**src/rtl/cp0_ctrl.sv**
```systemverilog
`default_nettype none
// ============================================================================
//  Module      : cp0_ctrl
//  Description : MIPS-style coprocessor 0. Holds SR, Cause, EPC and PRId,
//                raises the exception/interrupt redirect request for the M
//                stage and serves mfc0 reads.
//  Revision    : 1.0 - initial release
// ============================================================================
module cp0_ctrl (
    input  logic        clk,
    input  logic        reset,
    input  logic [4:0]  A1,
    input  logic [4:0]  A2,
    input  logic [31:0] DIn,
    input  logic        we,
    input  logic [31:0] PC,
    input  logic        BDIn,
    input  logic [4:0]  ExcCodeIn,
    input  logic [5:0]  HWInt,
    input  logic        EXLClr,
    output logic        req,
    output logic [31:0] EPCOut,
    output logic [31:0] DOut
);

    localparam logic [4:0]  C_REG_SR    = 5'd12;
    localparam logic [4:0]  C_REG_CAUSE = 5'd13;
    localparam logic [4:0]  C_REG_EPC   = 5'd14;
    localparam logic [4:0]  C_REG_PRID  = 5'd15;
    localparam logic [31:0] C_PRID_VAL  = 32'h4D44_0007;

    // SR fields
    logic [5:0]  im_q,  im_d;
    logic        exl_q, exl_d;
    logic        ie_q,  ie_d;
    // Cause fields
    logic        bd_q,  bd_d;
    logic [5:0]  ip_q,  ip_d;
    logic [4:0]  exc_code_q, exc_code_d;
    // EPC
    logic [31:0] epc_q, epc_d;

    logic        w_int_req;
    logic        w_exc_req;
    logic [31:0] w_sr;
    logic [31:0] w_cause;
    logic [31:0] w_epc_target;

    assign w_int_req = (|(HWInt & im_q)) & ie_q & ~exl_q;
    assign w_exc_req = (ExcCodeIn != 5'd0) & ~exl_q;
    assign req       = w_int_req | w_exc_req;

    // A delay-slot instruction restarts at its branch so it is re-executed.
    assign w_epc_target = BDIn ? (PC - 32'd4) : PC;

    assign w_sr    = {16'd0, im_q, 8'd0, exl_q, ie_q};
    assign w_cause = {bd_q, 15'd0, ip_q, 3'd0, exc_code_q, 2'd0};

    always_comb begin
        im_d       = im_q;
        exl_d      = exl_q;
        ie_d       = ie_q;
        bd_d       = bd_q;
        ip_d       = HWInt;
        exc_code_d = exc_code_q;
        epc_d      = epc_q;

        if (req) begin
            // Taking the trap discards any mtc0 and any eret in the same cycle.
            exl_d      = 1'b1;
            bd_d       = BDIn;
            exc_code_d = w_int_req ? 5'd0 : ExcCodeIn;
            epc_d      = w_epc_target;
        end else begin
            if (we) begin
                case (A2)
                    C_REG_SR: begin
                        im_d  = DIn[15:10];
                        exl_d = DIn[1];
                        ie_d  = DIn[0];
                    end
                    C_REG_EPC: epc_d = DIn;
                    default:   ;
                endcase
            end
            // eret overrides an SR write for EXL only.
            if (EXLClr) begin
                exl_d = 1'b0;
            end
        end
    end

    always_ff @(posedge clk or negedge reset) begin
        if (!reset) begin
            im_q       <= 6'd0;
            exl_q      <= 1'b0;
            ie_q       <= 1'b0;
            bd_q       <= 1'b0;
            ip_q       <= 6'd0;
            exc_code_q <= 5'd0;
            epc_q      <= 32'd0;
        end else begin
            im_q       <= im_d;
            exl_q      <= exl_d;
            ie_q       <= ie_d;
            bd_q       <= bd_d;
            ip_q       <= ip_d;
            exc_code_q <= exc_code_d;
            epc_q      <= epc_d;
        end
    end

    always_comb begin
        DOut = 32'd0;
        case (A1)
            C_REG_SR:    DOut = w_sr;
            C_REG_CAUSE: DOut = w_cause;
            C_REG_EPC:   DOut = epc_q;
            C_REG_PRID:  DOut = C_PRID_VAL;
            default:     DOut = 32'd0;
        endcase
    end

    assign EPCOut = epc_q;

endmodule
`default_nettype wire

```
**config.mk**
```make
export PLATFORM = sky130hd
export DESIGN_NAME = cp0_ctrl
export DESIGN_NICKNAME = d
export VERILOG_FILES = /design/src/rtl/cp0_ctrl.sv
export SDC_FILE = /design/constraint.sdc
export NUM_CORES = 1
export LEC_CHECK = 0
export ABC_AREA = 0
export CAP_MARGIN = 15
export CORE_MARGIN = 2
export CORE_UTILIZATION = 41
export DETAILED_ROUTE_END_ITERATION = 8
export HOLD_SLACK_MARGIN = 0.05
export PLACE_DENSITY_LB_ADDON = 0.15
export SYNTH_ARGS = -nofsm -noshare
export SYNTH_HDL_FRONTEND = slang
export SYNTH_SLANG_ARGS = --single-unit
```
**constraint.sdc**
```tcl
create_clock -name clk -period 2.45 [get_ports clk]
set_clock_uncertainty 0.2 [all_clocks]
set_input_delay 0.3675 -clock clk [delete_from_list [all_inputs] [get_ports clk]]
set_output_delay 0.3675 -clock clk [all_outputs]
set_load 0.005 [all_outputs]
```
* After elaboration in Yosys (flattened, before gate mapping)
Cells that the tools add are included.
** Storage, ports and cells
- Flip-flop bits (word level) :: 52
- Bits in latches :: 0
- RAM bits :: 0
- Memory bits (read-only) :: 0
- Input port bits :: 90
- Output and inout port bits :: 65
- Word-level logic and storage cells :: 40
- Memories :: 0
** Cells by class
- Add/sub/neg operators :: 1
- Multipliers :: 0
- Div/mod/pow operators :: 0
- Magnitude comparators :: 0
- Equal/unequal tests :: 6
- Shifts and indexed selects :: 0
- Mux-type cells :: 10
- Bitwise gates (word level) :: 7
- Reduce and logical (&&, ||, !) cells :: 9
** Operators by type and width (number)
- $mux W32 :: 4
- $pmux W32 S4 :: 1
- $sub A32 B3 Y32 const B :: 1
- $eq A5 B4 Y1 const B :: 6
- $and A6 B6 Y6 :: 1
- $reduce_bool A3 Y1 :: 2
- $reduce_or A6 Y1 :: 1
- $mux W5 :: 1
- $reduce_bool A5 Y1 :: 1
- $mux W1 :: 4
- $reduce_and A2 Y1 :: 2
- $reduce_bool A2 Y1 :: 2
- $and A1 B1 Y1 :: 3
- $reduce_and A3 Y1 :: 1
- $not A1 Y1 :: 2
- $or A1 B1 Y1 :: 1

* Longest topological paths before layout
- Depth after elaboration :: 7
- Mapped depth :: 7
- Mapped depth without buffers :: 6

* Worst setup path after synthesis
Ideal clock, no wire load.
- Path kind :: input to register
- From :: input PC[20]
- To :: register epc_q[30] (netlist: EPCOut[30])
- Setup time :: 82 ps
- Arrival time :: 1919 ps
- Data required time :: 2168 ps
- Setup slack :: 250 ps
- Stages :: 5
- Path buffers :: 1
- Path through :: or3_1 buf_6 or4_4 or4_1 a31oi_1
** On the way
- Cells in the longest elaborated chain, start to end :: 3
** RTL lines
- start: declaration :: RTL line 16 : input logic [31:0] PC,
- $sub A32 B3 Y32 :: RTL line 54 : assign w_epc_target = BDIn ? (PC - 32'd4) : PC;
- $mux W32 :: RTL line 54
- $mux W32 :: RTL line 68 : if (req) begin
- end signal: assignment :: RTL line 109 : epc_q <= epc_d;
- end: declaration :: RTL line 41 : logic [31:0] epc_q, epc_d;
Every way passes these cells.
A chain may end at the register's enable or synchronous reset.

* Worst setup path after layout
- From :: input A1[3]
- To :: output DOut[11]
** On the way
- Cells in the longest elaborated chain, start to end :: 2
- Elaborated cells between the ends (all ways) :: 5
- Those cells by class :: eq/ne (4); mux (1)
** RTL lines
- start: declaration :: RTL line 12 : input logic [4:0] A1,
- $eq A5 B4 Y1 :: RTL line 115 : case (A1)
- $pmux W32 S4 * :: RTL line 115
- end: declaration :: RTL line 23 : output logic [31:0] DOut
Every way passes the cells marked *; elsewhere a longest branch is shown, timed or not.

==> out/qor_table.md <==
| Group | Item | This run |
|:---|:---|:---|
| place | Total of buffers placed on input and output ports | 154 |
| clock tree | Clock H-tree levels | 2 |
| worst setup path | Minimum setup slack among reg-to-reg paths | 0.18 ns |
| worst setup path | Startpoint type of the worst setup path | input port |
| synth | Area share of the leading cell type in the synthesized netlist | 40.2% |
| worst setup path | Data required, critical path | 1.88 ns |
| synth | Asr flop ratio synth | 100% |
| pwr | Total chip power | 0.00394 W |
| worst setup path | Capture point of the critical path | DOut[11] |
| grt | Final global-route overflow total | 0 |
| layout | Ant. Diodes | 0 |
| grt | Global routing usage summed across all routing layers | 25.4% |
| synth | Mapped Area | 3240 µm² |
| worst setup path | Startpoint of the worst-slack reg-to-reg timing path | im_q[0] |
| clock tree | Clk slew on worst S/H paths | 0.10 ns |
| detailed routing | Number of vias after detailed routing | 3519 |
| clock tree | Cell at the root of the clock tree | clkbuf_8 |
| floorplanning | Starting density of the core | 42.1% |
| worst setup path | Path depth of the worst reg2reg path | 8 |
| detailed routing | Final wirelength | 11100 µm |
| layout | P&R area growth vs syn | 73.7% |
| place | Estimated wirelength of the detail-placed design | 8370 µm |
| timing | Rel. slew slack | 56.1% |
| outcome | Status | completed |
| synth | Synth unique cells | 42 |
| clock tree | Source-to-sink clock delay at the later pin of the worst-skew pair | 0.31 ns |
| floorplanning | Row count | 32 |
| pwr | Switching part of the total power | 33.8% |
| timing | Number of max-slew violations in the final report | 0 |
| place | Routability-driven placement congestion ratio | 0.872 |
| worst setup path | Worst setup path startpoint | A1[3] |
| timing | Setup-violating endpoint count in the final report | 0 |
| clock tree | CTS tree | done |
| synth | Count of mapped cells out of synthesis | 354 |
| pwr | Max IR drop VDD | 432 µV |
| grt | Vias in the first global route | 3587 |
| clock tree | Clock Sink Count | 52 |
| synth | Leading cell types by total area after synthesis | dfrtp_1 40%, mux2_2 10%, xnor2_1 5.1% |
| detailed routing | Number of nets with antenna violations after detailed routing | 0 |
| worst setup path | Capturing element type of the critical path | output pin |
| pwr | Comb pwr share | 45.9% |
| floorplanning | Number of top-level pins | 155 |
| worst setup path | Highest net fanout along the worst path | 6 |
| worst setup path | Reg-to-reg critical path endpoint | im_q[5] |
| synth | Most area-hungry cell type in the Yosys netlist | dfrtp_1 |
| synth | List of most frequent post-synthesis cells | 52 x dfrtp_1, 33 x o21ai_0, 29 x mux2_2, 29 x nand2_1, 27 x nor2_1 |
| detailed routing | Pre-Repair DR Iteration Count | 4 |
| layout | Fraction of layout instances using a drive strength above 1 | 22.4% |
| worst setup path | Worst endpoint data arrival time | 1.83 ns |
| timing | Setup total negative slack | 0 ns |
| hold path | Worst min path class | register to register |
| synth | Most common cell in the netlist | dfrtp_1 |
| timing | Final hold violation count | 0 |
| synth | Yosys warning total | 0 |
| detailed routing | Iter 0 DRT Violations | 52 |
| synth | Number of synthesized register bits | 52 |
| detailed routing | Per-cell via count in the routed design | 5.29 |
| floorplanning | Y dimension of the die | 92.8 µm |
| run | Max-capacitance violation count | 0 |
| synth | Syn Area/Cell | 9.14 µm² |
| detailed routing | # DRC | 0 |
| pwr | Part of the power in registers | 38.4% |
| layout | Total number of nets in the final design | 653 |
| pwr | Clock network power share | 15.6% |
| worst setup path | Setup Crit Path Kind | input port to output pin |
| timing | Final Cycle Share | 97.9% |
| synth | Sequential area share after synthesis | 40.2% |
| clock tree | Total clock buffers created by CTS | 5 |
| pwr | Switching power total | 0.00133 W |
| synth | Top FF cell, synth | dfrtp_1 |
| floorplanning | Core area | 7690 µm² |
| pwr | Pwr per Cell Area | 701 nW/µm² |
| timing | Slew of the pin with the lowest slew margin | 0.659 ns |
| grt | Global-route wire length before repair | 17500 µm |
| detailed routing | Routed wire per std cell | 16.6 µm |
| grt | Number of antenna violations at the first check in global routing | 0 |
| synth | Net count after synthesis | 445 |
| synth | Number of synthesized flops with an enable pin | 0 |
| grt | Maximum number of pins on one net before global-route repair | 34 |
| floorplanning | Area of the die | 8620 µm² |
| pwr | Internal power | 0.00261 W |
| timing | Fmax | 417 MHz |
| floorplanning | Die W | 92.8 µm |
| clock tree | Max Buffers Root-to-Sink | 2 |
| timing | Minimum clock period after layout | 2.40 ns |
| pwr | P_leak | 2.67 nW |
flip-flops by register name (all words and copies together), names as in the netlist:
register	count
EPCOut	32
bd_q	1
exc_code_q	5
exl_q	1
ie_q	1
im_q	6
ip_q	6
how the worst min path moves through the flow:
stage                         from            end  slack, ns  depth (start not counted)
after global routing      HWInt[5]        ip_q[5]       0.34                          1
after detailed placement     reset  exc_code_q[3]       0.23                          1
after CTS                 HWInt[0]        ip_q[0]       0.32                          1
final                         bd_q           bd_q       0.33                          1
after floorplan              reset      EPCOut[0]      -0.13                          0
after global placement       reset      EPCOut[1]       0.22                          1
power groups by stage:
stage / logic [W] / registers (W) / clock network [W]
2_1_floorplan: 0.000745 / 0.00146 / 0
5_1_grt: 0.00198 / 0.00156 / 0.000666
3_5_place_dp: 0.00178 / 0.00151 / 0
6_report: 0.00181 / 0.00151 / 0.000616
4_1_cts: 0.00183 / 0.00150 / 0.000631
3_3_place_gp: 0.00173 / 0.00150 / 0
metrics by stage:
stage / worst slack (ns) / cells / area (µm²) / util (%) / hold WS [ns]
2_1_floorplan: 0.250 / 354 / 3240 / - / -0.128
3_3_place_gp: -0.316 / 645 / 5310 / 69.1 / 0.222
3_5_place_dp: -0.353 / 645 / 5310 / 69.1 / 0.228
4_1_cts: -0.00137 / 661 / 5520 / 71.8 / 0.319
5_1_grt: -0.00617 / 665 / 5620 / 73.1 / 0.335
6_report: 0.0524 / 665 / 5620 / 73.1 / 0.331
repair_timing:
item | in CTS | in global routing
setup endpoints to repair | 33 | 28
setup buffers | 7 | 2
pin swaps | 8 | 9
hold buffers | 1 | 3
hold endpoints to repair | 24 | 3
resized for setup | 53 | 25
cell usage in the layout, fill, tap and decap left out, types with 4 or more instances in the layout:
master	n
a21o_1	6
a21oi_1	17
a31oi_1	5
and3_1	12
buf_12	4
buf_4	53
buf_6	8
clkbuf_8	5
clkdlybuf4s50_1	114
dfrtp_1	52
dlygate4sd2_1	18
dlygate4sd3_1	4
dlymetal6s2s_1	15
inv_1	7
mux2_2	29
mux2i_1	12
nand2_1	29
nand3_1	12
nor2_1	27
nor3_1	7
nor4_1	7
o21ai_0	26
o21ai_1	7
or3_1	9
xnor2_1	19
xor2_1	5
layout make-up:
type                    instances  area (µm²)
repair buffers                224        2170
fillers                       608        2070
multi-input cells             272        1880
flip-flops and latches         52        1300
well taps                     102         128
clock buffers                   5        68.8
clock inverters                 3        46.3
inverters                       7        26.3
critical path, cell delays in order:
cell and delay, ns:
dlygate4sd2_1 0.22, and3b_2 0.22, buf_6 0.12, buf_6 0.11, and2_4 0.15, buf_6 0.13
a22oi_2 0.17, o21ai_1 0.07, dlygate4sd2_1 0.26
cells by family after synthesis:
kind of cell / count (synthesis) / synth area share [%]
buffers and inverters: 30 / 3.75
adder cells (fa/ha/maj): 1 / 0.387
XOR/XNOR: 24 / 6.50
AO/OA/AOI/OAI: 78 / 14.3
flip-flops: 52 / 40.2
AND/OR/NAND/NOR: 128 / 21.1
multiplexers: 41 / 13.8
per-layer routing:
layer | track usage, % | vias up | share of wire, %
met5 | 0 | - | 0
met4 | 7.97 | 0 | 2.1
met3 | 5.45 | 17 | 6.8
met2 | 44.3 | 128 | 50
met1 | 31.4 | 1676 | 41
li1 | - | 1698 | -
(Power assumes the default switching activity.)
